[config.mk]
export PLATFORM = sky130hd
export DESIGN_NAME = phase_acq_ctrl
export DESIGN_NICKNAME = d
export VERILOG_FILES = /design/src/rtl/phase_acq_pkg.sv /design/src/rtl/phase_acq_ctrl_axis_out_slot.sv /design/src/rtl/phase_acq_ctrl.sv
export SDC_FILE = /design/constraint.sdc
export NUM_CORES = 1
export LEC_CHECK = 0
export CORE_ASPECT_RATIO = 2
export CORE_MARGIN = 2
export CORE_UTILIZATION = 50
export DETAILED_ROUTE_END_ITERATION = 10
export GPL_TIMING_DRIVEN = 0
export HOLD_SLACK_MARGIN = 0.03
export MAX_ROUTING_LAYER = met4
export PLACE_DENSITY_LB_ADDON = 0.3
export SYNTH_ARGS = -nofsm -noshare
export SYNTH_HDL_FRONTEND = slang
export SYNTH_SLANG_ARGS = --single-unit
[constraint.sdc]
create_clock -name clk -period 6.6 [get_ports clk]
set_input_delay 0.99 -clock clk [delete_from_list [all_inputs] [get_ports clk]]
set_output_delay 0.99 -clock clk [all_outputs]
set_load 0.01 [all_outputs]
[src/rtl/phase_acq_pkg.sv]
// Shared definitions for the phase acquisition controller: state encoding and
// the max(x,1) clamp used for the settle and decimation lengths.
package phase_acq_pkg;

  typedef enum logic [1:0] {
    ST_IDLE   = 2'd0,
    ST_SETTLE = 2'd1,
    ST_RUN    = 2'd2
  } state_t;

  function automatic logic [31:0] clamp1(input logic [31:0] x);
    return (x == 32'd0) ? 32'd1 : x;
  endfunction

endpackage

[src/rtl/phase_acq_ctrl_axis_out_slot.sv]
// Single-entry AXI-Stream output register. A new sample loads only when the slot
// is empty or being drained this cycle; otherwise it is reported as dropped.
module axis_out_slot #(
  parameter int W = 32
) (
  input  logic         clk,
  input  logic         resetn,
  input  logic         i_load,
  input  logic [W-1:0] i_data,
  input  logic         i_last,
  input  logic         i_ready,
  output logic [W-1:0] o_data,
  output logic         o_last,
  output logic         o_valid,
  output logic         o_drop
);

  logic [W-1:0] r_data;
  logic         r_last;
  logic         r_valid;
  logic         w_free;

  assign w_free = !r_valid || i_ready;
  assign o_drop = i_load && !w_free;

  always_ff @(posedge clk or negedge resetn) begin
    if (!resetn) begin
      r_data  <= '0;
      r_last  <= 1'b0;
      r_valid <= 1'b0;
    end else if (i_load && w_free) begin
      r_data  <= i_data;
      r_last  <= i_last;
      r_valid <= 1'b1;
    end else if (r_valid && i_ready) begin
      r_valid <= 1'b0;
    end
  end

  assign o_data  = r_data;
  assign o_last  = r_last;
  assign o_valid = r_valid;

endmodule

[src/rtl/phase_acq_ctrl.sv]
// Phase acquisition sequencer: settle with accumulation off, then run with
// decimated capture of the unwrapped phase into an AXI-Stream slot.
//   state     | meaning
//   ST_IDLE   | waiting for start, acc_on low
//   ST_SETTLE | settle timer counting down, acc_on low
//   ST_RUN    | acc_on high, decimated captures until n_records or stop
module phase_acq_ctrl
  import phase_acq_pkg::*;
#(
  parameter int DOUT_WIDTH = 32,
  parameter int CNT_WIDTH  = 16
) (
  input  logic                         clk,
  input  logic                         resetn,
  input  logic                         start,
  input  logic                         stop,
  input  logic [CNT_WIDTH-1:0]         n_settle,
  input  logic [CNT_WIDTH-1:0]         n_decim,
  input  logic [CNT_WIDTH-1:0]         n_records,
  input  logic signed [DOUT_WIDTH-1:0] phase_in,
  output logic                         acc_on,
  output logic [DOUT_WIDTH-1:0]        m_axis_tdata,
  output logic                         m_axis_tvalid,
  input  logic                         m_axis_tready,
  output logic                         m_axis_tlast,
  output logic                         busy,
  output logic                         overflow
);

  state_t               r_state;
  state_t               w_state_nxt;
  logic [CNT_WIDTH-1:0] r_settle_cnt;
  logic [CNT_WIDTH-1:0] r_decim_m1;
  logic [CNT_WIDTH-1:0] r_nrec;
  logic [CNT_WIDTH-1:0] r_d;
  logic [CNT_WIDTH-1:0] r_rec_cnt;
  logic                 r_acc_on;
  logic                 r_overflow;
  logic [CNT_WIDTH-1:0] w_settle_init;
  logic [CNT_WIDTH-1:0] w_decim_init;
  logic                 w_start_ok;
  logic                 w_capture;
  logic                 w_final;
  logic                 w_drop;

  assign w_settle_init = CNT_WIDTH'(clamp1(32'(n_settle)) - 32'd1);
  assign w_decim_init  = CNT_WIDTH'(clamp1(32'(n_decim)) - 32'd1);

  // stop wins over a coincident start and also suppresses a same-cycle capture
  assign w_start_ok = (r_state == ST_IDLE) && start && !stop;
  assign w_capture  = (r_state == ST_RUN) && !stop && (r_d == r_decim_m1);
  assign w_final    = w_capture && (r_nrec != '0) &&
                      (r_rec_cnt == r_nrec - CNT_WIDTH'(1));

  always_comb begin
    w_state_nxt = r_state;
    unique case (r_state)
      ST_IDLE: begin
        if (w_start_ok) w_state_nxt = ST_SETTLE;
      end
      ST_SETTLE: begin
        if (stop)                    w_state_nxt = ST_IDLE;
        else if (r_settle_cnt == '0) w_state_nxt = ST_RUN;
      end
      ST_RUN: begin
        if (stop || w_final) w_state_nxt = ST_IDLE;
      end
      default: w_state_nxt = ST_IDLE;
    endcase
  end

  always_ff @(posedge clk or negedge resetn) begin
    if (!resetn) begin
      r_state      <= ST_IDLE;
      r_settle_cnt <= '0;
      r_decim_m1   <= '0;
      r_nrec       <= '0;
      r_d          <= '0;
      r_rec_cnt    <= '0;
      r_acc_on     <= 1'b0;
      r_overflow   <= 1'b0;
    end else begin
      r_state  <= w_state_nxt;
      r_acc_on <= (w_state_nxt == ST_RUN);
      if (w_drop) r_overflow <= 1'b1;
      if (w_start_ok) begin
        r_settle_cnt <= w_settle_init;
        r_decim_m1   <= w_decim_init;
        r_nrec       <= n_records;
        r_d          <= '0;
        r_rec_cnt    <= '0;
        r_overflow   <= 1'b0;
      end
      if ((r_state == ST_SETTLE) && (r_settle_cnt != '0))
        r_settle_cnt <= r_settle_cnt - CNT_WIDTH'(1);
      if (r_state == ST_RUN) begin
        r_d <= w_capture ? '0 : r_d + CNT_WIDTH'(1);
        // saturating so continuous mode never wraps into a false final record
        if (w_capture && (r_rec_cnt != '1))
          r_rec_cnt <= r_rec_cnt + CNT_WIDTH'(1);
      end
    end
  end

  axis_out_slot #(.W(DOUT_WIDTH)) u_slot (
    .clk     (clk),
    .resetn  (resetn),
    .i_load  (w_capture),
    .i_data  (phase_in),
    .i_last  (w_final),
    .i_ready (m_axis_tready),
    .o_data  (m_axis_tdata),
    .o_last  (m_axis_tlast),
    .o_valid (m_axis_tvalid),
    .o_drop  (w_drop)
  );

  assign acc_on   = r_acc_on;
  assign busy     = (r_state != ST_IDLE);
  assign overflow = r_overflow;

endmodule

==> Flow_metrics.wiki <==
{| class="wikitable"
! Metric !! Value
|-
| Result of the run || complete, no violations
|-
| Post-DR vias/cell || 5.96
|-
| Area of the core || 12900 µm²
|-
| GRT Util Overall || between 20% and 30%
|-
| Height of the die || 166 µm
|-
| Crit path launch type || flop
|-
| Net switching fraction of the power || 28.8%
|-
| Top_reg_cell synth || dfrtp_1
|-
| Count of input and output buffers || 121
|-
| Share of layout cells above drive strength 1 || roughly 9.6%
|-
| Skew final || 0.00839 ns
|-
| Clock network fraction of design power || 43.8%
|-
| Type of the worst setup path || reg2reg
|-
| Overflow left after global routing || 0
|-
| Post CTS Setup Buffer Count || 0
|-
| Synthesized-area fraction occupied by xor and xnor cells || under 10%
|-
| Number of antenna violations at the first check in global routing || 0
|-
| Data required time of the worst path || a little under 7 ns
|-
| CTS tree || yes
|-
| Pin count of the biggest net entering global routing || 86
|-
| Antenna diode instance count || 0
|-
| Power dissipated by switching net loads || 666 µW
|-
| Final design area excluding fillers || 8620 µm²
|-
| Worst hold margin || ~0.46 ns
|-
| Starting Density || just over 50%
|-
| Async set-or-reset flop fraction in the synthesized netlist || 100%
|-
| Routed vias || 6050
|-
| Final weighted congestion in routability-driven placement || 0.963
|-
| Hpwl dp || 14.2 mm
|-
| Reg power frac || 39.1%
|-
| Part of the Yosys area used for sequential elements || 45.1%
|-
| H-tree levels || 4
|-
| Detailed-route wire length || around 19 mm
|-
| Total setup violations reported at the end of the flow || 0
|-
| PnR Total Power || between 2000 and 2500 µW
|-
| Number of global-route vias before repair || 6372
|-
| Syn nets || 799
|-
| Most common cell after layout, fill and taps aside || clkdlybuf4s50_1
|-
| Number of placed instances with taps included || 983
|-
| Final routed wire length divided by cell count || roughly 18 µm
|-
| Number of buffers inserted by hold repair at cts || 0
|-
| Peak supply drop || 0.231 mV
|-
| Clock network latency to the later pin of the worst-skew pair || between 0.4 and 0.5 ns
|-
| Routed Antenna Nets || 0
|-
| DRT Pass-1 Iters || 5
|-
| Kind of end point of the critical path || flop
|-
| Upper clock frequency limit || 208 MHz
|-
| Netlist cell types || 59
|-
| Gate count of the mapped netlist || 709
|-
| Unrepaired setup endpoints after global routing || no
|-
| Dominant combinational cell family by area after synthesis || simple AND/OR/NAND/NOR gates
|-
| Top library cells by usage in the layout, fill and taps aside || clkdlybuf4s50_1, dfrtp_1, nand2_1, o21ai_0, nor2_1
|-
| Share of cell area taken by muxes after synthesis || slightly below 7%
|-
| CP startpoint || r_settle_cnt[5]$_DFFE_PN0P_
|-
| Clock transition at the registers of the reported paths || 0.06 ns
|-
| Final worst path period need || 4.80 ns
|-
| Synthesis warning total || 0
|-
| Total negative slack for setup checks || 0 ns
|-
| Post-synthesis share of cell area spent on full adders, half adders and majority gates || 0.956%
|-
| Total placed instance area || roughly 8000 µm²
|-
| Flip-flop and latch count after synthesis || approximately 120
|-
| Reg-to-reg critical path startpoint || r_settle_cnt[5]$_DFFE_PN0P_
|-
| Static leakage || 0.00359 µW
|-
| Number of ports placed on the die boundary || 122
|-
| Number of max-capacitance violations reported || 0
|-
| Count of placed standard cells in the final layout, fillers left out || approximately 1000
|-
| Number of pins exceeding their max-slew limit in the final report || 0
|-
| Die W || 84.9 µm
|-
| Global-route wire length before repair || 30.4 mm
|-
| Internal Dissipation || roughly 1600 µW
|-
| Tightest Pin Transition || 1.32 ns
|-
| Clk buf depth || 2
|-
| Worst min-delay path class || in2async
|-
| Post-synthesis instance area || 6540 µm²
|-
| Drt drc || 0
|-
| Clock tree root driver cell || clkbuf_16
|-
| Post-layout net count || 940
|-
| Mean post-synth cell area || 9.23 µm²
|-
| Layout overhead on the synthesized area || 31.7%
|-
| Inserted Clock Buffers || 17
|-
| Critical path data arrival time || 5.11 ns
|-
| Hold violation total from the final report || 0
|-
| Critical path peak fanout || 10
|-
| Number of rows created at floorplan || 59
|-
| Part of the cycle the worst path needs || 72.7%
|-
| Clock sink count || ~120
|-
| Number of enable-type register cells in the synthesized netlist || 0
|-
| Compound-Gate Fraction of Synth Area || 13.2%
|-
| Part of the total power dissipated in combinational logic || 17.2%
|-
| Die Area || 14100 µm²
|-
| Post-cts resize count || 0
|-
| Area share of and/or/nand/nor cells after synthesis || 23.7%
|-
| Ratio of total power to cell area || roughly 270 nW/µm²
|-
| Headroom to the max-slew limit || 11.5%
|-
| First-iteration detailed-routing DRC count || ~400
|}
==> cell families after synthesis <==
family / count (synthesis)
AND/OR/NAND/NOR: 312
AO/OA/AOI/OAI: 137
flip-flops: 118
XOR/XNOR: 59
buffers and inverters: 39
multiplexers: 39
adder cells (fa/ha/maj): 5
==> metal layers <==
layer	global-route usage [%]	up-vias	share of wire, %
met5	-	-	0
met4	15.0	0	4.3
met3	4.72	63	4.4
met2	51.2	225	56
met1	27.0	2939	35
li1	-	2823	-
==> worst paths after layout <==
check,end,slack (ns),cells past startpoint
setup / recovery,r_settle_cnt[14]$_DFFE_PN0P_,1.80,16
hold / removal,r_decim_m1[8]$_DFFE_PN0P_,0.46,1
setup reg to reg,r_settle_cnt[14]$_DFFE_PN0P_,1.80,16
hold reg to reg,overflow$_DFFE_PN0P_,0.50,2
max in group asynchronous,r_nrec[0]$_DFFE_PN0P_,5.42,2
min in group clk,overflow$_DFFE_PN0P_,0.50,2
==> area by class of cell <==
class	count	area (µm²)
fillers	1029	4300
multi-input cells	552	3430
flip-flops and latches	118	2950
repair buffers	122	1240
clock buffers	17	425
clock inverters	15	220
well taps	152	190
plain buffers	32	128
inverters	7	26.3
==> sequential cells by signal, indices dropped and copies added, names as in the netlist <==
name            cells
u_slot.o_valid      1
u_slot.o_data      32
overflow            1
u_slot.o_last       1
r_rec_cnt          16
r_nrec             16
r_d                16
r_settle_cnt       16
r_decim_m1         16
acc_on              1
r_state             2
==> cells in the mapped netlist (13+ instances only) <==
cell type,instances,share of area [%]
dfrtp_1,118,45
xnor2_1,21,2.8
nand3_1,19,1.5
nand4_1,15,1.4
clkbuf_1,24,1.4
nand2b_1,13,1.2
mux2_2,36,6.2
nand2_1,113,6.5
or3_1,18,1.7
xor2_1,38,5.1
nor2_1,54,3.1
o21ai_0,64,4.9
nor3_1,22,1.7
==> metrics by stage <==
stage                     worst slack, ns  util, %
after CTS                            1.85     66.7
after global placement             0.0472     61.5
after global routing                 1.66     66.7
after detailed placement             1.62     61.7
after floorplan                      2.35        -
final                                1.80     66.7
==> power by group through the flow <==
stage               Clock, µW  Combinational, µW  Sequential (µW)
floorplan                   0                230              889
global placement            0                378              906
detailed placement          0                394              910
CTS                      1020                397              899
global route             1050                438              912
finish                   1010                396              901
==> worst max-delay path: stages (launching register included) <==
cell	delay, ns
dfrtp_1	0.41
nor3_1	0.47
nand4_1	0.31
o31a_1	0.31
buf_2	0.19
clkbuf_1	0.30
mux2i_1	0.24
ha_1	0.16
buf_4	0.15
or3b_1	0.40
or3_1	0.34
buf_2	0.18
or4_4	0.45
nor4b_4	0.31
nand2_1	0.11
mux2_4	0.30
o311ai_1	0.07
No activity file was read; power rests on OpenSTA's default activity.
